<file path="src/rtl/mips_debug_pkg.sv">
// Shared types and constants for the debug register-dump path.
// Holds FSM state encodings, the stream sync byte and word/byte sizing helpers.
// No logic here; imported by reg_dump_unit and word_serializer.
package mips_debug_pkg;

  // Default register width; modules derive their own sizes from NB_DATA.
  localparam int NB_DATA_DEFAULT = 32;
  localparam int BYTES_PER_WORD  = NB_DATA_DEFAULT / 8;

  // Sync byte that opens the stream when the header option is compiled in.
  localparam logic [7:0] HEADER_BYTE = 8'hA5;

  // ST_HEADER keeps its encoding in every build so waveforms decode the same.
  typedef enum logic [2:0] {
    ST_IDLE    = 3'd0,
    ST_SETUP   = 3'd1,
    ST_CAPTURE = 3'd2,
    ST_SEND    = 3'd3,
    ST_DONE    = 3'd4,
    ST_HEADER  = 3'd5
  } dump_state_e;

  // Number of bytes in one register word.
  function automatic int bytes_per_word(input int nb_data);
    return nb_data / 8;
  endfunction

  // Counter width able to index n items; never narrower than one bit.
  function automatic int cnt_width(input int n);
    return (n > 1) ? $clog2(n) : 1;
  endfunction

endpackage

</file>
<file path="src/rtl/word_serializer.sv">
// Loads one register word and presents it as bytes, MSB byte first.
// Latency: first byte visible the cycle after load_i; one byte per accepted transfer.
// Backpressure: byte_o and the byte count hold while send_i && !ready_i.
module word_serializer
  import mips_debug_pkg::*;
#(
  parameter int NB_DATA = 32
) (
  input  logic               clock_i,
  input  logic               reset_i,
  input  logic               load_i,
  input  logic [NB_DATA-1:0] word_i,
  input  logic               send_i,
  input  logic               ready_i,
  output logic [7:0]         byte_o,
  output logic               last_o
);

  localparam int BPW   = bytes_per_word(NB_DATA);
  localparam int CNT_W = cnt_width(BPW);
  localparam logic [CNT_W-1:0] LAST_CNT = CNT_W'(BPW - 1);

  logic [NB_DATA-1:0] word_q, word_d;
  logic [CNT_W-1:0]   cnt_q, cnt_d;
  logic               xfer;
  logic               last_byte;

  assign xfer      = send_i && ready_i;
  assign last_byte = (cnt_q == LAST_CNT);

  // Load a fresh word, or step to the next byte after a non-final transfer.
  always_comb begin
    word_d = word_q;
    cnt_d  = cnt_q;
    if (load_i) begin
      word_d = word_i;
      cnt_d  = '0;
    end else if (xfer && !last_byte) begin
      word_d = word_q << 8;
      cnt_d  = cnt_q + CNT_W'(1);
    end
  end

  // Word shift register and byte count.
  always_ff @(posedge clock_i or negedge reset_i) begin
    if (!reset_i) begin
      word_q <= '0;
      cnt_q  <= '0;
    end else begin
      word_q <= word_d;
      cnt_q  <= cnt_d;
    end
  end

  assign byte_o = word_q[NB_DATA-1 -: 8];
  assign last_o = xfer && last_byte;

endmodule

</file>
<file path="src/rtl/reg_dump_unit.sv">
// Dumps every general-purpose register over a byte stream on a debug start request.
// Latency: 2 + NB_DATA/8 cycles per register with ready high; optional sync byte
// (compile with REG_DUMP_HEADER_EN) adds one cycle. Backpressure: stream stalls, address holds.
module reg_dump_unit
  import mips_debug_pkg::*;
#(
  parameter int NB_DATA = 32,
  parameter int NB_REG  = 5,
  parameter int N_REGS  = 32
) (
  input  logic               clock_i,
  input  logic               reset_i,
  input  logic               start_i,
  output logic               select_debug_o,
  output logic [NB_REG-1:0]  addr_reg_debug_o,
  input  logic [NB_DATA-1:0] data_ra_i,
  output logic [7:0]         tx_data_o,
  output logic               tx_valid_o,
  input  logic               tx_ready_i,
  output logic               busy_o,
  output logic               done_o
);

  localparam logic [NB_REG-1:0] LAST_IDX = NB_REG'(N_REGS - 1);

`ifdef REG_DUMP_HEADER_EN
  localparam dump_state_e START_STATE = ST_HEADER;
`else
  localparam dump_state_e START_STATE = ST_SETUP;
`endif

  dump_state_e       state_q, state_d;
  logic [NB_REG-1:0] index_q, index_d;

  logic       ser_load;
  logic       ser_send;
  logic [7:0] ser_byte;
  logic       ser_last;

  assign ser_load = (state_q == ST_CAPTURE);
  assign ser_send = (state_q == ST_SEND);

  word_serializer #(
    .NB_DATA (NB_DATA)
  ) u_word_serializer (
    .clock_i (clock_i),
    .reset_i (reset_i),
    .load_i  (ser_load),
    .word_i  (data_ra_i),
    .send_i  (ser_send),
    .ready_i (tx_ready_i),
    .byte_o  (ser_byte),
    .last_o  (ser_last)
  );

  // Sequencing: walk register indices, one SETUP/CAPTURE/SEND round per register.
  always_comb begin
    state_d = state_q;
    index_d = index_q;
    case (state_q)
      ST_IDLE: begin
        if (start_i) begin
          index_d = '0;
          state_d = START_STATE;
        end
      end
`ifdef REG_DUMP_HEADER_EN
      ST_HEADER: begin
        if (tx_ready_i) begin
          state_d = ST_SETUP;
        end
      end
`endif
      // Address is already stable on the bank; this cycle lets the read settle.
      ST_SETUP: begin
        state_d = ST_CAPTURE;
      end
      ST_CAPTURE: begin
        state_d = ST_SEND;
      end
      ST_SEND: begin
        if (ser_last) begin
          if (index_q == LAST_IDX) begin
            state_d = ST_DONE;
          end else begin
            index_d = index_q + NB_REG'(1);
            state_d = ST_SETUP;
          end
        end
      end
      ST_DONE: begin
        state_d = ST_IDLE;
      end
      default: begin
        state_d = ST_IDLE;
      end
    endcase
  end

  // State and register index.
  always_ff @(posedge clock_i or negedge reset_i) begin
    if (!reset_i) begin
      state_q <= ST_IDLE;
      index_q <= '0;
    end else begin
      state_q <= state_d;
      index_q <= index_d;
    end
  end

  // Outputs decoded from the state only, so valid never depends on ready.
  always_comb begin
    select_debug_o = 1'b0;
    tx_valid_o     = 1'b0;
    tx_data_o      = 8'h00;
    busy_o         = 1'b1;
    done_o         = 1'b0;
    case (state_q)
      ST_IDLE: begin
        busy_o = 1'b0;
      end
`ifdef REG_DUMP_HEADER_EN
      ST_HEADER: begin
        tx_valid_o = 1'b1;
        tx_data_o  = HEADER_BYTE;
      end
`endif
      ST_SETUP, ST_CAPTURE: begin
        select_debug_o = 1'b1;
      end
      ST_SEND: begin
        select_debug_o = 1'b1;
        tx_valid_o     = 1'b1;
        tx_data_o      = ser_byte;
      end
      ST_DONE: begin
        done_o = 1'b1;
      end
      default: begin
        busy_o = 1'b1;
      end
    endcase
  end

  // The index register drives the bank address directly; it only moves in SETUP entry.
  assign addr_reg_debug_o = index_q;

endmodule

</file>
<file path="config.mk">
export PLATFORM = sky130hd
export DESIGN_NAME = reg_dump_unit
export DESIGN_NICKNAME = d
export VERILOG_FILES = /design/src/rtl/mips_debug_pkg.sv /design/src/rtl/word_serializer.sv /design/src/rtl/reg_dump_unit.sv
export SDC_FILE = /design/constraint.sdc
export NUM_CORES = 1
export LEC_CHECK = 0
export ABC_AREA = 1
export CORE_MARGIN = 5
export CORE_UTILIZATION = 51
export CTS_BUF_LIST = sky130_fd_sc_hd__clkbuf_2 sky130_fd_sc_hd__clkbuf_4 sky130_fd_sc_hd__clkbuf_8
export CTS_CLUSTER_SIZE = 8
export DETAILED_ROUTE_END_ITERATION = 10
export GPL_ROUTABILITY_DRIVEN = 1
export GPL_TIMING_DRIVEN = 0
export PLACE_DENSITY = 0.85
export SLEW_MARGIN = 15
export SYNTH_ARGS = -nofsm -noshare
export SYNTH_HDL_FRONTEND = slang
export SYNTH_SLANG_ARGS = --single-unit
</file>
<file path="constraint.sdc">
create_clock -name clock_i -period 2.27 [get_ports clock_i]
set_clock_uncertainty 0.15 [all_clocks]
set_input_delay 0.227 -clock clock_i [delete_from_list [all_inputs] [get_ports clock_i]]
set_output_delay 0.227 -clock clock_i [all_outputs]
set_load 0.01 [all_outputs]
</file>
==> results.json <==
{
  "arrival_ps": 1760,
  "maxClockFrequency_mhz": 468.5,
  "cts_tree": "done",
  "dr.max_layer_used": "met4",
  "fill_cells": 302,
  "critPathCaptureType": "primary output",
  "die-area_sq_um": 5306,
  "rows": 22,
  "p_clk_share_pct": 18.0,
  "post_drt_wl_per_cell_um": 13.00,
  "ff_latch_area_sq_um": 1052,
  "wl_met2_um": 2338,
  "synthTopCellsByArea": "dfrtp_1, nand2_1, nor2_1, a21oi_1, o21ai_1",
  "die_height_um": 72.85,
  "slew_violations": 0,
  "root_buffer": "clkbuf_8",
  "ant_nets": 0,
  "cts.clk_slew.worst_paths_ps": 70,
  "ys.flop_type": "dfrtp_1",
  "syn_to_final_growth_pct": 37.27,
  "synth_edf_count": 0,
  "postSynthAreaPerCell_sq_um": 7.869,
  "cts_max_level": 2,
  "vias_per_cell": 5.044,
  "reg2reg_from": "addr_reg_debug_o[0]",
  "crit_chain": "inv_2 > nand3_4 > clkbuf_8 > nor2_1 > clkdlybuf4s50_1",
  "dp_hpwl_um": 3441,
  "portBuffers": 52,
  "comb_power_share_pct": 44.6,
  "gp_congestion": 0.7703,
  "synth_fp_nets": 295,
  "worst_slew_pin_slew_ps": 244.3,
  "grt_pass1_wl_um": 8031,
  "hp-class": "in -> async",
  "grt_max_degree": 36,
  "layout.cells.non_filler": 366,
  "ys_ff_latch": 42,
  "rsz0062_at_grt": "false",
  "dpl.cell_count": 357,
  "ys_types": 22,
  "coreArea_sq_um": 3744,
  "cts_buffers": 5,
  "yosysMostFrequentCell": "nand2_1",
  "yosysWarnings": 0,
  "critPathLaunchType": "flop",
  "swShare_pct": 38.33,
  "power_leakage_nw": 1.355,
  "yosys.area.top_type_share_pct": 52.17,
  "switchingPower_mw": 1.276,
  "critical_path_class": "reg -> out",
  "drt_iter0_markers": 104,
  "dr.pass1.iters": 5,
  "final-hold-violation-count": 0,
  "numClockSinks": 42,
  "antenna_found_initial": 0,
  "period_needed_ps": 2134,
  "p_total_mw": 3.329,
  "via_count": 1846,
  "path_max_fanout": 10,
  "slowest_stage": "clkdlybuf4s50_1",
  "io_pins": 53,
  "p_seq_share_pct": 37.4,
  "initial_core_util_pct": 53.81,
  "power.density_nw_per_um2": 1204,
  "worstSetupStartpoint": "state_q[2]",
  "grt-ovfl-total": 0,
  "slew_headroom_pct": 83.68,
  "synth_area_sq_um": 2014,
  "final_nets": 356,
  "die_w_um": 72.85,
  "min_period_over_period_pct": 94.03,
  "grtUsageTotal_pct": 19.82,
  "synth_common_cells": "nand2_1, dfrtp_1, nor2_1, a21oi_1, o21ai_1",
  "clock_latency_ps": 300,
  "met1Wirelength_um": 2027,
  "synth_area_leader_cell": "dfrtp_1",
  "peakVddDrop_uv": 633.3,
  "num_antenna_cells": 0,
  "drive_above_1_share_pct": 9.748,
  "outcome": "finished, final reports clean",
  "p_int_mw": 2.053,
  "drc": 0,
  "slowest_delay_ps": 540,
  "required_ps": 1890,
  "syn_inst": 256,
  "clockBufferDepth": 2,
  "drt-total-wl_um": 4759,
  "seq_area_frac_synth_pct": 52.17,
  "drv_cap": 0,
  "async_flop_share_pct": 100.0,
  "multi_input_area_sq_um": 863.3,
  "grt_pass1_vias": 1846,
  "setup_viol": 0,
  "wl_met3_um": 278,
  "holdWs_ps": 151.7
}
[timing repair]
item / in CTS / in global routing
hold endpoints to repair: 42 / 0
buffers inserted: 0 / 0
pin swaps: 0 / 0
endpoints found under the setup margin: 8 / 8
gates resized for setup: 3 / 6
hold buffers: 1 / 0
[logic make-up after synthesis]
family,Yosys count,synth area share (%)
buf+inv,26,5.590
simple gates,131,26.65
fa+ha+maj,3,1.864
flops,42,52.17
compound gates,54,13.73
[power groups by stage]
stage	Clock [mW]	Combinational, mW	Sequential, mW
4_1_cts	0.601	1.49	1.24
5_1_grt	0.629	1.69	1.28
3_5_place_dp	0	1.46	1.25
2_1_floorplan	0	0.922	1.22
3_3_place_gp	0	1.40	1.23
6_report	0.599	1.48	1.25
[layer usage]
metal	up-vias	GRT usage, %
met3	10	5.647
met2	48	33.47
met4	0	8.197
met1	848	23.66
li1	940	-
met5	-	0
[worst paths after layout]
path	to	slack [ps]	cells past startpoint
setup / recovery	tx_data_o[3]	140	5
hold / removal	u_word_serializer.word_q[6]	150	2
setup reg to reg	addr_reg_debug_o[2]	430	9
hold reg to reg	u_word_serializer.word_q[2]	320	2
max in group asynchronous	state_q[0]	1370	3
min in group clock_i	u_word_serializer.word_q[4]	310	3
[registers in the layout (all words and copies together), names as in the netlist]
register / flops
state_q: 3
u_word_serializer.cnt_q: 2
u_word_serializer.word_q: 32
addr_reg_debug_o: 5
[final cells by class]
type	count	area share [%]
inverter	15	2.036
sequential	42	38.05
clock buffer	7	3.032
timing repair buffer	54	20.00
tap	48	2.172
multi-input combinational	188	31.22
buffer	11	2.398
clock inverter	1	1.086
[worst max-delay path, delay by kind of cell, from the launching register on]
| family | cells | cell delay, ps |
|---|---|---|
| buffers and inverters | 3 | 850 |
| and+or+nand+nor | 2 | 200 |
| DFF | 1 | 420 |
[per-stage QoR]
stage	utilization (%)	TNS [ps]	setup WS, ps	area (sq um)
floorplan	-	0	658.7	2014
global placement	69.32	-7297	-175.1	2595
detailed placement	69.72	0	214.2	2610
CTS	73.30	0	3.272	2744
global route	73.86	0	26.79	2765
finish	73.86	0	135.6	2765
[cells in the final DEF (no fill, tap or decap), types with 2 or more instances in the layout]
cell type and count:
nand2_1 75, clkdlybuf4s50_1 48, nor2_1 41, dfrtp_1 41, a21oi_1 23, o21ai_1 21
inv_1 13, buf_2 10, o21ai_0 7, clkbuf_8 6, nand3_1 5, nor2_4 3
ha_1 3, dlymetal6s2s_1 3, inv_2 2, nand2_2 2, clkbuf_4 2
Power figures use the tool's default switching activity.
